## src/rtl/addr_map_cfg_pkg.sv

```systemverilog
// -----------------------------------------------------------------------------
// addr_map_cfg_pkg
//
// Shared types for the address-map configuration controller:
//   cfg_op_e       - request opcode carried on cfg_op_i
//   state_e        - controller FSM state (also exported for debug)
//   default_addr_t - address type used when the integrator does not supply one
//   default_rule_t - rule layout used when the integrator does not supply one
//   idx_width()    - width needed to index n items (never below 1)
// -----------------------------------------------------------------------------
package addr_map_cfg_pkg;

  typedef enum logic [1:0] {
    OP_WRITE   = 2'd0,
    OP_COMMIT  = 2'd1,
    OP_DISCARD = 2'd2,
    OP_RSVD    = 2'd3
  } cfg_op_e;

  typedef enum logic [1:0] {
    ST_IDLE   = 2'd0,
    ST_DRAIN  = 2'd1,
    ST_COMMIT = 2'd2
  } state_e;

  typedef logic [31:0] default_addr_t;

  typedef struct packed {
    logic [31:0]   idx;
    default_addr_t start_addr;
    default_addr_t end_addr;
  } default_rule_t;

  // Number of bits needed to address n entries; a single entry still gets a
  // one-bit index so that ports never collapse to zero width.
  function automatic int unsigned idx_width(input int unsigned n);
    if (n > 32'd1) begin
      return unsigned'($clog2(n));
    end
    return 32'd1;
  endfunction

endpackage

```

## src/rtl/addr_rule_check.sv

```systemverilog
// -----------------------------------------------------------------------------
// addr_rule_check
//
// Purely combinational legality check for one rule headed for one shadow slot.
// A rule is accepted when all of the following hold:
//   - the slot exists (slot < NoRules)
//   - the rule index is in range (idx < NoIndices)
//   - for start/end rules, an end address of zero means "open ended";
//     otherwise start must lie strictly below end. NAPOT rules skip this.
//
// Ports:
//   slot_i  in  RuleIdxWidth  target shadow slot
//   rule_i  in  rule_t        candidate rule
//   ok_o    out 1             rule may be written
// -----------------------------------------------------------------------------
module addr_rule_check
  import addr_map_cfg_pkg::*;
#(
  parameter int unsigned NoIndices    = 32'd0,
  parameter int unsigned NoRules      = 32'd0,
  parameter type         addr_t       = default_addr_t,
  parameter type         rule_t       = default_rule_t,
  parameter bit          Napot        = 1'b0,
  parameter int unsigned RuleIdxWidth = idx_width(NoRules)
) (
  input  logic [RuleIdxWidth-1:0] slot_i,
  input  rule_t                   rule_i,
  output logic                    ok_o
);

  logic slot_ok;
  logic idx_ok;
  logic range_ok;

  always_comb begin
    slot_ok  = 32'(slot_i) < NoRules;
    // Rule indices are compared as 32-bit values, matching NoIndices.
    idx_ok   = 32'(rule_i.idx) < NoIndices;
    range_ok = Napot
            || (rule_i.end_addr == addr_t'(0))
            || (rule_i.start_addr < rule_i.end_addr);
    ok_o     = slot_ok && idx_ok && range_ok;
  end

endmodule

```

## src/rtl/addr_map_cfg_ctrl.sv

```systemverilog
// -----------------------------------------------------------------------------
// addr_map_cfg_ctrl
//
// Run-time configuration controller for a dynamic address decoder. Software
// edits a shadow rule table one slot at a time; a COMMIT quiesces downstream
// traffic and copies the whole shadow table into the active table in a single
// cycle while config_ongoing_o is high, so the decoder never sees a partially
// updated map.
//
// Request handshake: a request transfers on a rising edge where
// cfg_valid_i && cfg_ready_o. The requester holds cfg_op_i/cfg_slot_i/
// cfg_rule_i stable while cfg_valid_i is high and not yet accepted. Every
// accepted request produces exactly one single-cycle cfg_rsp_valid_o pulse;
// responses cannot be back-pressured.
//
// Ports:
//   clk_i, rst_i        clock, synchronous active-high reset
//   cfg_valid_i         request valid
//   cfg_ready_o         request ready (IDLE and out of reset only)
//   cfg_op_i            WRITE / COMMIT / DISCARD / reserved
//   cfg_slot_i          shadow slot for WRITE
//   cfg_rule_i          rule for WRITE
//   cfg_rsp_valid_o     response pulse
//   cfg_rsp_err_o       response error flag (qualified by cfg_rsp_valid_o)
//   quiesce_req_o       downstream must stop issuing and drain
//   quiesce_ack_i       downstream is idle
//   addr_map_o          active rule table for the decoder(s)
//   config_ongoing_o    active table is being replaced this cycle
//   dirty_o             shadow holds uncommitted writes
//   dbg_state_o         current FSM state, for observation only
// -----------------------------------------------------------------------------
module addr_map_cfg_ctrl
  import addr_map_cfg_pkg::*;
#(
  parameter int unsigned          NoIndices    = 32'd0,
  parameter int unsigned          NoRules      = 32'd0,
  parameter type                  addr_t       = default_addr_t,
  parameter type                  rule_t       = default_rule_t,
  parameter bit                   Napot        = 1'b0,
  parameter rule_t [NoRules-1:0]  DefaultMap   = '0,
  parameter int unsigned          DrainTimeout = 32'd0,
  parameter int unsigned          RuleIdxWidth = idx_width(NoRules)
) (
  input  logic                    clk_i,
  input  logic                    rst_i,

  input  logic                    cfg_valid_i,
  output logic                    cfg_ready_o,
  input  logic [1:0]              cfg_op_i,
  input  logic [RuleIdxWidth-1:0] cfg_slot_i,
  input  rule_t                   cfg_rule_i,
  output logic                    cfg_rsp_valid_o,
  output logic                    cfg_rsp_err_o,

  output logic                    quiesce_req_o,
  input  logic                    quiesce_ack_i,

  output rule_t [NoRules-1:0]     addr_map_o,
  output logic                    config_ongoing_o,
  output logic                    dirty_o,

  output state_e                  dbg_state_o
);

  localparam int unsigned CntW = idx_width(DrainTimeout + 32'd1);

  // Value of the drain counter in the last cycle we are willing to wait.
  localparam logic [CntW-1:0] TmoLast = CntW'(DrainTimeout - 32'd1);

  state_e              state_q;
  rule_t [NoRules-1:0] shadow_q;
  rule_t [NoRules-1:0] active_q;
  logic                dirty_q;
  logic                rsp_valid_q;
  logic                rsp_err_q;
  logic                quiesce_q;
  logic                ongoing_q;
  logic [CntW-1:0]     drain_cnt_q;

  logic                req_fire;
  cfg_op_e             req_op;
  logic                rule_ok;
  logic                drain_tmo;

  // ---------------------------------------------------------------------------
  // Request decode
  // ---------------------------------------------------------------------------
  assign cfg_ready_o = (state_q == ST_IDLE) && !rst_i;
  assign req_fire    = cfg_valid_i && cfg_ready_o;
  assign req_op      = cfg_op_e'(cfg_op_i);

  addr_rule_check #(
    .NoIndices    (NoIndices),
    .NoRules      (NoRules),
    .addr_t       (addr_t),
    .rule_t       (rule_t),
    .Napot        (Napot),
    .RuleIdxWidth (RuleIdxWidth)
  ) i_rule_check (
    .slot_i (cfg_slot_i),
    .rule_i (cfg_rule_i),
    .ok_o   (rule_ok)
  );

  // A zero DrainTimeout disables the timeout entirely.
  assign drain_tmo = (DrainTimeout != 32'd0) && (drain_cnt_q == TmoLast);

  // ---------------------------------------------------------------------------
  // Controller FSM, tables and registered outputs
  // ---------------------------------------------------------------------------
  always_ff @(posedge clk_i) begin
    if (rst_i) begin
      state_q     <= ST_IDLE;
      shadow_q    <= DefaultMap;
      active_q    <= DefaultMap;
      dirty_q     <= 1'b0;
      rsp_valid_q <= 1'b0;
      rsp_err_q   <= 1'b0;
      quiesce_q   <= 1'b0;
      ongoing_q   <= 1'b0;
      drain_cnt_q <= '0;
    end else begin
      // Responses are single-cycle pulses unless re-armed below.
      rsp_valid_q <= 1'b0;
      rsp_err_q   <= 1'b0;

      unique case (state_q)
        ST_IDLE: begin
          if (req_fire) begin
            unique case (req_op)
              OP_WRITE: begin
                rsp_valid_q <= 1'b1;
                if (rule_ok) begin
                  shadow_q[cfg_slot_i] <= cfg_rule_i;
                  dirty_q              <= 1'b1;
                end else begin
                  rsp_err_q <= 1'b1;
                end
              end
              OP_DISCARD: begin
                shadow_q    <= active_q;
                dirty_q     <= 1'b0;
                rsp_valid_q <= 1'b1;
              end
              OP_COMMIT: begin
                if (dirty_q) begin
                  // Response is deferred until the copy completes or the
                  // drain gives up.
                  state_q     <= ST_DRAIN;
                  quiesce_q   <= 1'b1;
                  drain_cnt_q <= '0;
                end else begin
                  rsp_valid_q <= 1'b1;
                end
              end
              OP_RSVD: begin
                rsp_valid_q <= 1'b1;
                rsp_err_q   <= 1'b1;
              end
              default: ;
            endcase
          end
        end

        ST_DRAIN: begin
          if (drain_cnt_q != {CntW{1'b1}}) begin
            drain_cnt_q <= drain_cnt_q + CntW'(1);
          end
          // An acknowledge in the final waiting cycle still commits.
          if (quiesce_ack_i) begin
            state_q   <= ST_COMMIT;
            ongoing_q <= 1'b1;
          end else if (drain_tmo) begin
            // Shadow and dirty are kept so software can simply retry.
            state_q     <= ST_IDLE;
            quiesce_q   <= 1'b0;
            rsp_valid_q <= 1'b1;
            rsp_err_q   <= 1'b1;
          end
        end

        ST_COMMIT: begin
          active_q    <= shadow_q;
          dirty_q     <= 1'b0;
          state_q     <= ST_IDLE;
          ongoing_q   <= 1'b0;
          quiesce_q   <= 1'b0;
          rsp_valid_q <= 1'b1;
        end

        default: begin
          state_q   <= ST_IDLE;
          quiesce_q <= 1'b0;
          ongoing_q <= 1'b0;
        end
      endcase
    end
  end

  // ---------------------------------------------------------------------------
  // Outputs: all straight from registers, so the decoder sees no glitches.
  // ---------------------------------------------------------------------------
  assign addr_map_o       = active_q;
  assign config_ongoing_o = ongoing_q;
  assign quiesce_req_o    = quiesce_q;
  assign dirty_o          = dirty_q;
  assign cfg_rsp_valid_o  = rsp_valid_q;
  assign cfg_rsp_err_o    = rsp_err_q;
  assign dbg_state_o      = state_q;

endmodule

```

## config.mk

```make
export PLATFORM = sky130hd
export DESIGN_NAME = addr_map_cfg_ctrl
export DESIGN_NICKNAME = d
export VERILOG_FILES = /design/src/rtl/addr_map_cfg_pkg.sv /design/src/rtl/addr_rule_check.sv /design/src/rtl/addr_map_cfg_ctrl.sv
export SDC_FILE = /design/constraint.sdc
export NUM_CORES = 1
export LEC_CHECK = 0
export ABC_AREA = 1
export CAP_MARGIN = 20
export CELL_PAD_IN_SITES_DETAIL_PLACEMENT = 1
export CELL_PAD_IN_SITES_GLOBAL_PLACEMENT = 1
export CORE_AREA = 2 2 201 203
export CTS_BUF_LIST = sky130_fd_sc_hd__clkbuf_4 sky130_fd_sc_hd__clkbuf_8 sky130_fd_sc_hd__clkbuf_16
export DETAILED_ROUTE_END_ITERATION = 10
export DIE_AREA = 0 0 203 205
export PLACE_DENSITY_LB_ADDON = 0.25
export RECOVER_POWER = 25
export SKIP_CTS_REPAIR_TIMING = 1
export SLEW_MARGIN = 5
export SYNTH_ARGS = -nofsm -noshare
export SYNTH_HDL_FRONTEND = slang
export SYNTH_SLANG_ARGS = --single-unit
export TNS_END_PERCENT = 50
```

## constraint.sdc

```tcl
create_clock -name clk_i -period 1.4 [get_ports clk_i]
set_input_delay 0.28 -clock clk_i [delete_from_list [all_inputs] [get_ports clk_i]]
set_output_delay 0.28 -clock clk_i [all_outputs]
set_load 0.02 [all_outputs]
```

* After elaboration in Yosys (flattened, before gate mapping)
Cells that the tools add are included.
Widths: inputs -> output; s select.
** Operators by class
- Equal/unequal tests :: 10
- Muxes and demuxes :: 19
- Bitwise logic cells :: 3
- Reduce and logical (&&, ||, !) cells :: 14
** Operators with widths (count)
- $pmux 1 s2 :: 5
- $mux 1 :: 9
- $mux 2 :: 4
- $reduce_and 4->1 :: 2
- $eq 2x2->1 const B :: 3
- $ne 2x2->1 const B :: 3
- $reduce_and 3->1 :: 2
- $reduce_or 3->1 :: 2
- $eq 2x1->1 const B :: 2
- $logic_not 2->1 :: 2
- $ne 2x1->1 const B :: 2
- $pmux 2 s2 :: 1
- $not 1->1 :: 3
- $logic_and 1x1->1 :: 2
- $reduce_and 2->1 :: 1
- $reduce_bool 2->1 :: 1
- $reduce_or 2->1 :: 1
- $logic_not 1->1 :: 1
** Storage, ports and cells
- Flip-flop bits (word level) :: 391
- Bits of input ports :: 103
- Output and inout bits :: 200
- Word-level logic and storage cells :: 64

* Logic depth before layout (Yosys ltp)
- Word-level depth :: 5
- Depth in mapped cells :: 8
- Gate-level depth less buffers :: 6

* Hierarchy
A second synthesis with hierarchy kept.
** Second synthesis, totals
- Cells, all modules :: 2169
- Area total of the unflattened synthesis :: 15941.5 µm²
** By module, submodules not included
- addr_map_cfg_ctrl :: instances 1, cells an instance 2167, area an instance 15930.3 µm²
- addr_rule_check :: instances 1, cells an instance 2, area an instance 11.3 µm²

* Least setup slack after synthesis
No wires, ideal clock.
- Path type :: reg2reg
- Start point :: register state_q[1] (netlist: dbg_state_o[1])
- End point :: register shadow_q[154] (netlist name)
- Library setup time :: 0.113 ns
- Arrival time :: 1.244 ns
- Path slack :: 0.043 ns
- Cell stages (with the launch flop) :: 8
- Clock period less this slack :: 1.357 ns
- Cells stage by stage :: dfxtp_1 -> nor2_1 -> nand4_2 -> buf_2 -> buf_2 -> nand2_1 -> nand2_1 -> nor2_1
** Between the ends
- Longest elaborated chain between the ends :: 4
** Ends and longest elaborated chain
- start, declared :: RTL line addr_map_cfg_ctrl.sv:70 : state_e state_q;
- start signal, assigned :: RTL line addr_map_cfg_ctrl.sv:113 : state_q <= ST_IDLE;
- start signal, assigned :: RTL line addr_map_cfg_ctrl.sv:149 : state_q <= ST_DRAIN;
- start signal, assigned :: RTL line addr_map_cfg_ctrl.sv:171 : state_q <= ST_COMMIT;
- $logic_not 2->1 * :: RTL line addr_map_cfg_ctrl.sv:88, addr_map_cfg_ctrl.sv:127
- $logic_and 1x1->1 :: RTL line addr_map_cfg_ctrl.sv:88 : assign cfg_ready_o = (state_q == ST_IDLE) && !rst_i;
- $logic_and 1x1->1 :: RTL line addr_map_cfg_ctrl.sv:89 : assign req_fire = cfg_valid_i && cfg_ready_o;
- $reduce_and 3->1 (no line) *
- end signal, assigned :: RTL line addr_map_cfg_ctrl.sv:114 : shadow_q <= DefaultMap;
- end signal, assigned by index :: RTL line addr_map_cfg_ctrl.sv:134 : shadow_q[cfg_slot_i] <= cfg_rule_i;
- end signal, assigned :: RTL line addr_map_cfg_ctrl.sv:141 : shadow_q <= active_q;
- end, declared :: RTL line addr_map_cfg_ctrl.sv:71 : rule_t [NoRules-1:0] shadow_q;
Every way passes the cells marked *; elsewhere a longest branch is shown, timed or not.
A chain may end at the register's enable or synchronous reset.

* Worst setup path after layout
- Start point :: register state_q[1] (netlist: dbg_state_o[1])
- End point :: output cfg_ready_o
** Between the ends
- Longest elaborated chain between the ends :: 2
** Ends and longest elaborated chain
- $logic_not 2->1 :: RTL line addr_map_cfg_ctrl.sv:88
- $logic_and 1x1->1 :: RTL line addr_map_cfg_ctrl.sv:88
- end, declared :: RTL line addr_map_cfg_ctrl.sv:48 : output logic cfg_ready_o,
Every way passes these cells.

==> impl_results.md <==
- Status: finished, violations left
- Violated checks: setup timing
- Clock slew at reported path FFs: 60 ps
- Simple-gate share of the synthesized area: 21.0%
- Area of the die: 41600 um2
- Synth-to-Final Area Change: 33.1%
- Final Wtd Congestion: 0.726
- Gate Count Post-Synth: 1878
- Number of global-route vias before repair: 12700
- Tmin final: 1660 ps
- CTS tree: built
- Layout Skew: 13.4 ps
- Antenna Cells: 0
- Final ANT Viol Nets: 0
- Die width: 203 um
- Hold_ws: 298 ps
- Pint: 18.3 mW
- Initial core utilization: 35.6%
- FMAX: 0.601 GHz
- Synth area leaders: dfxtp_1, nor2_1, nand2_1
- Cell Pwr Density: 1260 nW/um2
- Worst slack, placed: -527 ps
- Yosys top cell area share: 55.6%
- XOR/XNOR Fraction of Synth Area: 0%
- Largest family of logic cells by synthesized area: simple AND/OR/NAND/NOR gates
- Drt first pass iters: 4
- # fillers: 4783
- Switching Fraction: 22.0%
- Chip height: 205 um
- Crit-path max FO: 3
- Post-DP HPWL: 24.7 mm
- Vias per Instance: 4.71
- Comb power frac: 4.3%
- Layout cells sized above 1: 23.7%
- Number of nets in the layout: 2200
- H-tree lvl count: 2
- Slew Limit Fails: 0
- Commonest cells after routing, fill and taps aside: nand2_1, nor2_1, dfxtp_1, inv_1, a21oi_1
- Post-synth cell types: 19
- Area leader, netlist: dfxtp_1
- Total CTS buffers: 43
- Mean area per synthesized cell: 7.45 um2
- Skew-Pair Late Insertion Delay: 550 ps
- Port bufs: 204
- Starting DRT DRC Count: 393
- GR Overflow Total: 0
- Final setup violation count: 379
- Top Ports: 303
- Row count: 73
- Via Count: 12500
- Yosys warning total: 0
- Sink Count: 389
- Avg WL per Cell: 14.7 um
- Fin crit share: 119%
- Final setup margin: -264 ps
- Setup CP Type: flop to output pin
- Setup crit start kind: flop
- Total track usage: 17.8%
- Clock power share: 47.6%
- #FFs+latches synth: 389
- Synthesized Nets: 1982
- Psw: 5.16 mW
- Clock Path Buffers: 3
- Drt drc: 0
- Area occupied by registers: 7930 um2
- Most common cell after layout, fill and taps aside: nand2_1
- Footprint of the multi-input gates: 4950 um2
- Max-cap viol count: 0
- RSZ-0062 raised after global routing: yes
- Worst setup EP type: output pin
- Core Region: 39400 um2
- Multiplexer area fraction after synthesis: 0%
- Worst EP arrival: 1380 ps
- Sequential share of power: 48.1%
- Area share of fa/ha/maj cells after synthesis: 0.0894%
- Post-Syn Area: 14000 um2
- Leakage: 9.54 nW
- Largest net degree at the start of global routing: 39
- Max VDD drop: 0.000744 V
- Req. time, crit path: 1120 ps
- Root Buffer: clkbuf_16
- First-pass GRT wire length: 62.0 mm
- Worst hold path type: input port to flop
- Complex-gate fraction of the synthesized area: 13.7%
- Routed wire length: 38.9 mm
- Register area share after synthesis: 55.6%
- Final hold viol count: 0
- Initial antenna violation count: 0
==> power groups by stage <==
| stage | Combinational (mW) | Clock [mW] | Sequential (mW) |
|---|---|---|---|
| floorplan | 0.635 | 0 | 11.5 |
| global placement | 0.928 | 0 | 11.5 |
| detailed placement | 0.993 | 0 | 11.6 |
| CTS | 1.00 | 11.5 | 11.3 |
| global route | 1.17 | 12.0 | 11.3 |
| finish | 1.01 | 11.2 | 11.3 |
==> through the flow <==
stage	cell area, um2	total power, mW	TNS, ps	instances	utilization, %
6_report	18600	23.5	-37890	2649	47.3
5_1_grt	18600	24.5	-69900	2649	47.3
4_1_cts	18600	23.8	-94090	2632	47.3
3_5_place_dp	17200	12.6	-111340	2559	43.8
3_3_place_gp	17200	12.5	-102860	2559	43.8
2_1_floorplan	14000	12.2	0	1878	-
==> registers in the layout (all words and copies together), names as in the netlist <==
name and flops:
dbg_state_o 2, shadow_q 192, quiesce_req_o 1, cfg_rsp_err_o 1
addr_map_o 192, cfg_rsp_valid_o 1
==> logic make-up after synthesis <==
logic type                 count (synthesis)
and+or+nand+nor                          779
DFF                                      389
AOI/OAI and AO/OA                        384
buffers and inverters                    324
adders and majority gates                  1
other                                      1
==> layout make-up <==
class | count | share of cell area, %
clock buffers | 65 | 7.12
clock inverters | 8 | 0.376
multi-input cells | 1165 | 26.6
inverters | 196 | 4.00
flip-flops and latches | 389 | 42.6
well taps | 525 | 3.52
repair buffers | 301 | 15.9
==> synth_stat cells <==
library cell and count:
nand2_1 385, nor3_1 2, buf_1 1, o21ai_1 171, nor2_2 1, o21ai_0 21
buf_2 81, dfxtp_1 389, buf_4 3, nor4_1 1, a21oi_1 192, inv_1 193
inv_2 3, ha_1 1, nand4_2 1, nor2_1 387, conb_1 1, clkbuf_1 43
and3_1 2
==> worst paths after layout <==
check,startpoint,to,slack (ps),cells past startpoint
hold / removal,quiesce_ack_i,dbg_state_o[0],300,2
setup reg to reg,dbg_state_o[1],addr_map_o[50],-170,8
setup / recovery,dbg_state_o[1],cfg_ready_o,-260,2
hold reg to reg,quiesce_req_o,quiesce_req_o,440,2
==> worst max-delay path, cell delays in order, from the launching register on <==
cell and delay [ps]:
dfxtp_2 330, nor3_1 270, clkbuf_2 240
==> routing by layer <==
layer  share of wire, %  vias up  GRT usage (%)
li1                   -     6236              -
met1                 44     6027           21.8
met4                2.4        0           6.07
met2                 50      152           31.8
met3                3.2       55           2.80
met5                  0        -              0
Power figures use the tool's default switching activity.
